**config.mk**
```make
export PLATFORM = sky130hd
export DESIGN_NAME = booth_mult_arbiter
export DESIGN_NICKNAME = d
export VERILOG_FILES = /design/src/rtl/booth_arb_pkg.sv /design/src/rtl/rr_arbiter.sv /design/src/rtl/booth_mult_arbiter.sv
export SDC_FILE = /design/constraint.sdc
export NUM_CORES = 1
export LEC_CHECK = 0
export BUFFER_PORTS_ARGS = -buffer_cell sky130_fd_sc_hd__buf_4
export CAP_MARGIN = 20
export CORE_AREA = 2 2 182 184
export DETAILED_ROUTE_END_ITERATION = 7
export DIE_AREA = 0 0 184 186
export SLEW_MARGIN = 10
export SYNTH_ARGS = -nofsm -noshare
export SYNTH_HDL_FRONTEND = slang
export SYNTH_SLANG_ARGS = --single-unit
```
**constraint.sdc**
```tcl
create_clock -name clk -period 5.2 [get_ports clk]
set_clock_uncertainty 0.15 [all_clocks]
set_input_delay 0.78 -clock clk [delete_from_list [all_inputs] [get_ports clk]]
set_output_delay 0.78 -clock clk [all_outputs]
set_load 0.01 [all_outputs]
```
**src/rtl/booth_arb_pkg.sv**
```systemverilog
// Shared state encoding, ID-width helper and default sizing for booth_mult_arbiter.
package booth_arb_pkg;

    localparam int BOOTH_ARB_WIDTH   = 32;
    localparam int BOOTH_ARB_NUM_REQ = 4;

    typedef enum logic [1:0] {
        ST_IDLE  = 2'd0,
        ST_ISSUE = 2'd1,
        ST_WAIT  = 2'd2,
        ST_RESP  = 2'd3
    } arb_state_t;

    // Requester index width; never narrower than one bit.
    function automatic int id_width(input int n);
        return (n <= 2) ? 1 : $clog2(n);
    endfunction

endpackage

```
**src/rtl/rr_arbiter.sv**
```systemverilog
// Combinational round-robin pick: first asserted request at or after rr_ptr, with wrap-around.
module rr_arbiter
    import booth_arb_pkg::*;
#(
    parameter int NUM_REQ = BOOTH_ARB_NUM_REQ,
    parameter int ID_W    = id_width(NUM_REQ)
) (
    input  logic [NUM_REQ-1:0] req_valid,
    input  logic [ID_W-1:0]    rr_ptr,
    output logic [NUM_REQ-1:0] grant,
    output logic [ID_W-1:0]    grant_id,
    output logic               grant_vld
);

    always_comb begin
        grant     = '0;
        grant_id  = '0;
        grant_vld = 1'b0;
        for (int k = 0; k < NUM_REQ; k++) begin
            if (!grant_vld && req_valid[(int'(rr_ptr) + k) % NUM_REQ]) begin
                grant_vld                               = 1'b1;
                grant[(int'(rr_ptr) + k) % NUM_REQ]     = 1'b1;
                grant_id                                = ID_W'((int'(rr_ptr) + k) % NUM_REQ);
            end
        end
    end

endmodule

```
**src/rtl/booth_mult_arbiter.sv**
```systemverilog
// Round-robin front end sharing one sequential Booth multiplier among NUM_REQ requesters.
// Optional BOOTH_ARB_ZERO_BYPASS_EN: zero-operand requests skip the core and respond one cycle after accept.
module booth_mult_arbiter
    import booth_arb_pkg::*;
#(
    parameter int  WIDTH   = BOOTH_ARB_WIDTH,
    parameter int  NUM_REQ = BOOTH_ARB_NUM_REQ,
    localparam int ID_W    = id_width(NUM_REQ)
) (
    input  logic                     clk,
    input  logic                     rst,
    input  logic [NUM_REQ-1:0]       req_valid,
    output logic [NUM_REQ-1:0]       req_ready,
    input  logic [NUM_REQ*WIDTH-1:0] req_m,
    input  logic [NUM_REQ*WIDTH-1:0] req_q,
    output logic                     rsp_valid,
    input  logic                     rsp_ready,
    output logic [ID_W-1:0]          rsp_id,
    output logic [2*WIDTH-1:0]       rsp_p,
    output logic                     mul_start,
    output logic [WIDTH-1:0]         mul_m,
    output logic [WIDTH-1:0]         mul_q,
    input  logic                     mul_done,
    input  logic [2*WIDTH-1:0]       mul_p,
    output logic                     busy
);

    arb_state_t           r_state;
    arb_state_t           w_next;
    logic [ID_W-1:0]      r_rr_ptr;
    logic [ID_W-1:0]      r_id;
    logic [WIDTH-1:0]     r_m;
    logic [WIDTH-1:0]     r_q;
    logic [2*WIDTH-1:0]   r_p;
    logic [NUM_REQ-1:0]   w_gnt;
    logic [ID_W-1:0]      w_gnt_id;
    logic                 w_gnt_vld;
    logic                 w_accept;
    logic                 w_zero;
    logic [WIDTH-1:0]     w_sel_m;
    logic [WIDTH-1:0]     w_sel_q;

    rr_arbiter #(
        .NUM_REQ (NUM_REQ),
        .ID_W    (ID_W)
    ) u_rr_arbiter (
        .req_valid (req_valid),
        .rr_ptr    (r_rr_ptr),
        .grant     (w_gnt),
        .grant_id  (w_gnt_id),
        .grant_vld (w_gnt_vld)
    );

    assign w_sel_m  = req_m[int'(w_gnt_id)*WIDTH +: WIDTH];
    assign w_sel_q  = req_q[int'(w_gnt_id)*WIDTH +: WIDTH];
    assign w_accept = (r_state == ST_IDLE) && w_gnt_vld;

`ifdef BOOTH_ARB_ZERO_BYPASS_EN
    assign w_zero = (w_sel_m == '0) || (w_sel_q == '0);
`else
    assign w_zero = 1'b0;
`endif

    always_ff @(posedge clk or posedge rst) begin
        if (rst) begin
            r_state <= ST_IDLE;
        end else begin
            r_state <= w_next;
        end
    end

    always_comb begin
        w_next    = r_state;
        req_ready = '0;
        mul_start = 1'b0;
        rsp_valid = 1'b0;
        busy      = (r_state != ST_IDLE);
        case (r_state)
            ST_IDLE: begin
                req_ready = w_gnt;
                if (w_accept) begin
                    w_next = w_zero ? ST_RESP : ST_ISSUE;
                end
            end
            ST_ISSUE: begin
                mul_start = 1'b1;
                w_next    = ST_WAIT;
            end
            ST_WAIT: begin
                if (mul_done) begin
                    w_next = ST_RESP;
                end
            end
            ST_RESP: begin
                rsp_valid = 1'b1;
                if (rsp_ready) begin
                    w_next = ST_IDLE;
                end
            end
            default: w_next = ST_IDLE;
        endcase
    end

    // Operands are captured at accept so the core sees stable values until done.
    always_ff @(posedge clk or posedge rst) begin
        if (rst) begin
            r_rr_ptr <= '0;
            r_id     <= '0;
            r_m      <= '0;
            r_q      <= '0;
            r_p      <= '0;
        end else begin
            if (w_accept) begin
                r_m  <= w_sel_m;
                r_q  <= w_sel_q;
                r_id <= w_gnt_id;
                if (w_zero) begin
                    r_p <= '0;
                end
            end
            if ((r_state == ST_WAIT) && mul_done) begin
                r_p <= mul_p;
            end
            if ((r_state == ST_RESP) && rsp_ready) begin
                r_rr_ptr <= (r_id == ID_W'(NUM_REQ - 1)) ? '0 : r_id + ID_W'(1);
            end
        end
    end

    assign rsp_id = r_id;
    assign rsp_p  = r_p;
    assign mul_m  = r_m;
    assign mul_q  = r_q;

endmodule

```
==> results.rst <==
.. list-table::
   :header-rows: 1

   * - Metric
     - Value
   * - Outcome
     - finished, violations left
   * - Violations in the final reports
     - design-rule violations
   * - Number of warnings issued by yosys
     - 0
   * - Required @ worst endpoint
     - 5.34 ns
   * - Critical path's top delay family
     - compound AO/OA/AOI/OAI gates
   * - Main combinational cell family by area after synthesis
     - multiplexers
   * - Max Fanout on Critical Path
     - 44
   * - Cell Area, Placed
     - 10900 sq um
   * - GP Congestion
     - 0.802
   * - Number of design-rule violations left by the first detailed-router iteration
     - 600
   * - Number of nets with antenna violations after routing
     - 0
   * - Mux contribution to synthesized area
     - 0.208
   * - Fillcell total
     - 3261
   * - Worst endpoint data arrival time
     - approximately 4.4 ns
   * - Post-synthesis xor/xnor area fraction
     - 0
   * - Die Footprint
     - roughly 34000 sq um
   * - Final critical delay including setup and external delays
     - 4.23 ns
   * - Fraction of post-synthesis cell area in the top cell type by area
     - 0.471
   * - Remaining design rule violation count
     - 9
   * - Average wire per cell in the routed design
     - 19.7 microns
   * - Bufs and invs on worst path
     - 2
   * - Clk pin slew, worst setup/hold paths
     - 0.07 ns
   * - Synthesized area per cell
     - 11.6 sq um
   * - Core Region
     - about 32000 sq um
   * - H-tree level count
     - 4
   * - Number of hold buffers added after CTS
     - 0
   * - Final instance area
     - between 10000 and 15000 sq um
   * - Share of final-layout standard cells stronger than drive strength 1
     - 0.552
   * - Pin count of the biggest net entering global routing
     - 68
   * - Net count after synthesis
     - between 900 and 1000
   * - Die Wd
     - 184 microns
   * - Syn Inst Count
     - 614
   * - CTS Buf Count
     - 17
   * - Max-slew headroom
     - 0.393
   * - Remaining Overflow, GRT
     - 0
   * - Max stage delay cell, worst path
     - sky130_fd_sc_hd__dfrtp_1
   * - Via count of the first global-routing pass
     - 7147
   * - Post-synthesis instance area
     - 7120 sq um
   * - Final Routed Wirelength
     - 28.9 mm
   * - Number of sinks handled by clock tree synthesis
     - 134
   * - Synth-to-Final Area Change
     - 61.4%
   * - FF/Latch Area
     - between 3000 and 4000 sq um
   * - Accumulated negative setup slack
     - 0 ns
   * - Biggest area contributors in the synthesized netlist
     - sky130_fd_sc_hd__dfrtp_1, sky130_fd_sc_hd__mux2_2, sky130_fd_sc_hd__mux2i_1, sky130_fd_sc_hd__a222oi_1, sky130_fd_sc_hd__and3_1
   * - Number of top-level pins
     - 465
   * - Post-synthesis compound-gate area fraction
     - 0.162
   * - Number of synthesized flops with an enable pin
     - 0
   * - Number of rows created at floorplan
     - 66
   * - RSZ-0062 raised after global routing
     - false
   * - Total area of multi-input combinational cells
     - 3420 sq um
   * - Sort of element at the start of the critical path
     - flip-flop
   * - Antenna violations before repair
     - 0
   * - Height of the die
     - 186 microns
   * - ANT cells
     - 0
   * - Period utilisation layout
     - 0.814
   * - Number of placed cells counting well taps
     - roughly 1400
   * - Maximum cell stage delay along the critical path
     - ~0.74 ns
   * - Number of nets at the end of the flow
     - 1388
   * - Initial DRT Pass Iterations
     - 8
   * - Critical path endpoint category
     - flip-flop
   * - Worst-margin pin slew
     - 0.910 ns
   * - Timing-limited maximum frequency
     - 0.236 GHz
   * - Highest-count cells in the layout ignoring fill and taps
     - sky130_fd_sc_hd__buf_4, sky130_fd_sc_hd__dfrtp_1, sky130_fd_sc_hd__mux2i_1, sky130_fd_sc_hd__mux2_2
   * - IR drop worst, VDD
     - 0.370 mV
   * - Ys async rst share
     - 1.00
   * - Predominant post-synthesis flop cell
     - sky130_fd_sc_hd__dfrtp_1
   * - Cell at the root of the clock tree
     - sky130_fd_sc_hd__clkbuf_16
   * - Global-route wire length before repair
     - 41.3 mm
   * - Area share of and/or/nand/nor cells after synthesis
     - 0.0821
   * - Post-cts sizing count
     - 0
   * - Routed via count divided by cell count
     - 4.85
   * - Effective utilization at floorplan
     - 0.221
   * - Non-Filler Instances
     - 1468
   * - Max_cap viols
     - 0
   * - Clock tree from TritonCTS
     - built
   * - List of cells traversed by the critical path
     - inv_1 > ha_1 > nand2b_1 > a311oi_1 > o32ai_4 > or2_2 > buf_4 > o221ai_1
   * - Biggest area consumer among synthesized cells
     - sky130_fd_sc_hd__dfrtp_1
   * - Share of synthesized cell area in full adder, half adder and majority cells
     - 0.0229
   * - Placed wire-length estimate
     - ~21 mm
   * - Min-delay worst type
     - input pin to asynchronous set/reset pin
   * - Critical path start-end classification
     - flip-flop to flip-flop
   * - Crit path setup slack, layout
     - 0.968 ns
   * - Sequential cell area fraction in the yosys report
     - 0.471
   * - Internal reg-to-reg setup slack
     - 0.97 ns
   * - Cell leakage power
     - between 5 and 6 nW
   * - Number of buffers inserted to repair setup after CTS
     - 0
   * - Overall Global Routing Usage
     - 0.160
   * - Clock insertion delay at the later pin of the skew report
     - 0.43 ns
   * - Maximum number of buffers from clock root to sink
     - 2
   * - Total power density per cell area
     - 615 nW/um^2
   * - Number of register bits inferred by synthesis
     - 134
   * - Routed via count
     - 7113
   * - Final hold vios
     - 0
   * - Final Slew Violations
     - 0
   * - Placement-stage worst setup slack
     - 0.985 ns
   * - Final setup violation count
     - 0
   * - Count of port buffers added during placement
     - 464
   * - Leading cell type in the layout, fill and taps excluded
     - sky130_fd_sc_hd__buf_4
   * - Cell variety after synth
     - 40
==> flip-flops by register name, indices dropped and copies added (netlist names) <==
| register | flops |
|---|---|
| mul_m | 32 |
| mul_q | 32 |
| r_rr_ptr | 2 |
| r_state | 2 |
| rsp_id | 2 |
| rsp_p | 64 |
==> cells in the mapped netlist, drive strengths merged (2+ instances only) <==
| master | number |
|---|---|
| dfrtp | 134 |
| mux2i | 69 |
| o21ai | 69 |
| mux2 | 66 |
| a222oi | 63 |
| and3 | 63 |
| clkbuf | 34 |
| buf | 28 |
| nand2 | 22 |
| ha | 13 |
| inv | 10 |
| a21oi | 6 |
| a22oi | 4 |
| nor2b | 4 |
| nand2b | 3 |
| a211oi | 2 |
| a311oi | 2 |
| mux4 | 2 |
| nor2 | 2 |
| o21bai | 2 |
| o22ai | 2 |
==> where the power goes <==
part | total (W) | switching (W) | internal (W)
Combinational | 0.00395 | 0.00202 | 0.00193
Clock | 0.00120 | 0.000517 | 0.000688
Sequential | 0.00191 | 0.000329 | 0.00158
==> stage by stage <==
stage / power (W) / util / hold WS [ns]
2_1_floorplan: 0.00426 / - / 0.374
3_3_place_gp: 0.00584 / 0.339 / 0.339
5_1_grt: 0.00752 / 0.357 / 0.272
6_report: 0.00707 / 0.357 / 0.243
4_1_cts: 0.00714 / 0.357 / 0.237
3_5_place_dp: 0.00590 / 0.339 / 0.345
==> kinds of logic after synthesis <==
family / count (synthesis)
AOI/OAI and AO/OA: 157
adders and majority gates: 13
buffers and inverters: 72
DFF: 134
muxes: 137
and+or+nand+nor: 101
==> layer usage <==
| metal | global-route usage | routed length (microns) | part of all wire |
|---|---|---|---|
| met1 | 0.178 | 10700 | 0.37 |
| met3 | 0.0544 | 2820 | 0.098 |
| met4 | 0.0618 | 614 | 0.021 |
| met5 | 0 | 0 | 0 |
| met2 | 0.283 | 14700 | 0.51 |
==> final cells by class <==
type                            instances  area share
Tap cell                              408      0.0444
Multi-Input combinational cell        408       0.298
Sequential cell                       134       0.292
Clock buffer                           19      0.0394
Timing Repair Buffer                  476       0.312
Inverter                               10     0.00370
Clock inverter                         13      0.0106
==> worst paths after layout <==
path	start	end	cells after the start
worst max-delay path	r_rr_ptr[0]$_DFFE_PP0P_	mul_m[12]$_DFFE_PP0P_	8
worst min-delay path	rst	rsp_p[60]$_DFFE_PP0P_	2
worst max register to register	r_rr_ptr[0]$_DFFE_PP0P_	mul_m[12]$_DFFE_PP0P_	8
worst min register to register	rsp_p[57]$_DFFE_PP0P_	rsp_p[57]$_DFFE_PP0P_	1
max in group asynchronous	rst	mul_q[13]$_DFFE_PP0P_	3
min in group clk	rsp_p[57]$_DFFE_PP0P_	rsp_p[57]$_DFFE_PP0P_	1
Note: power is estimated with default switching activity, not from simulation.
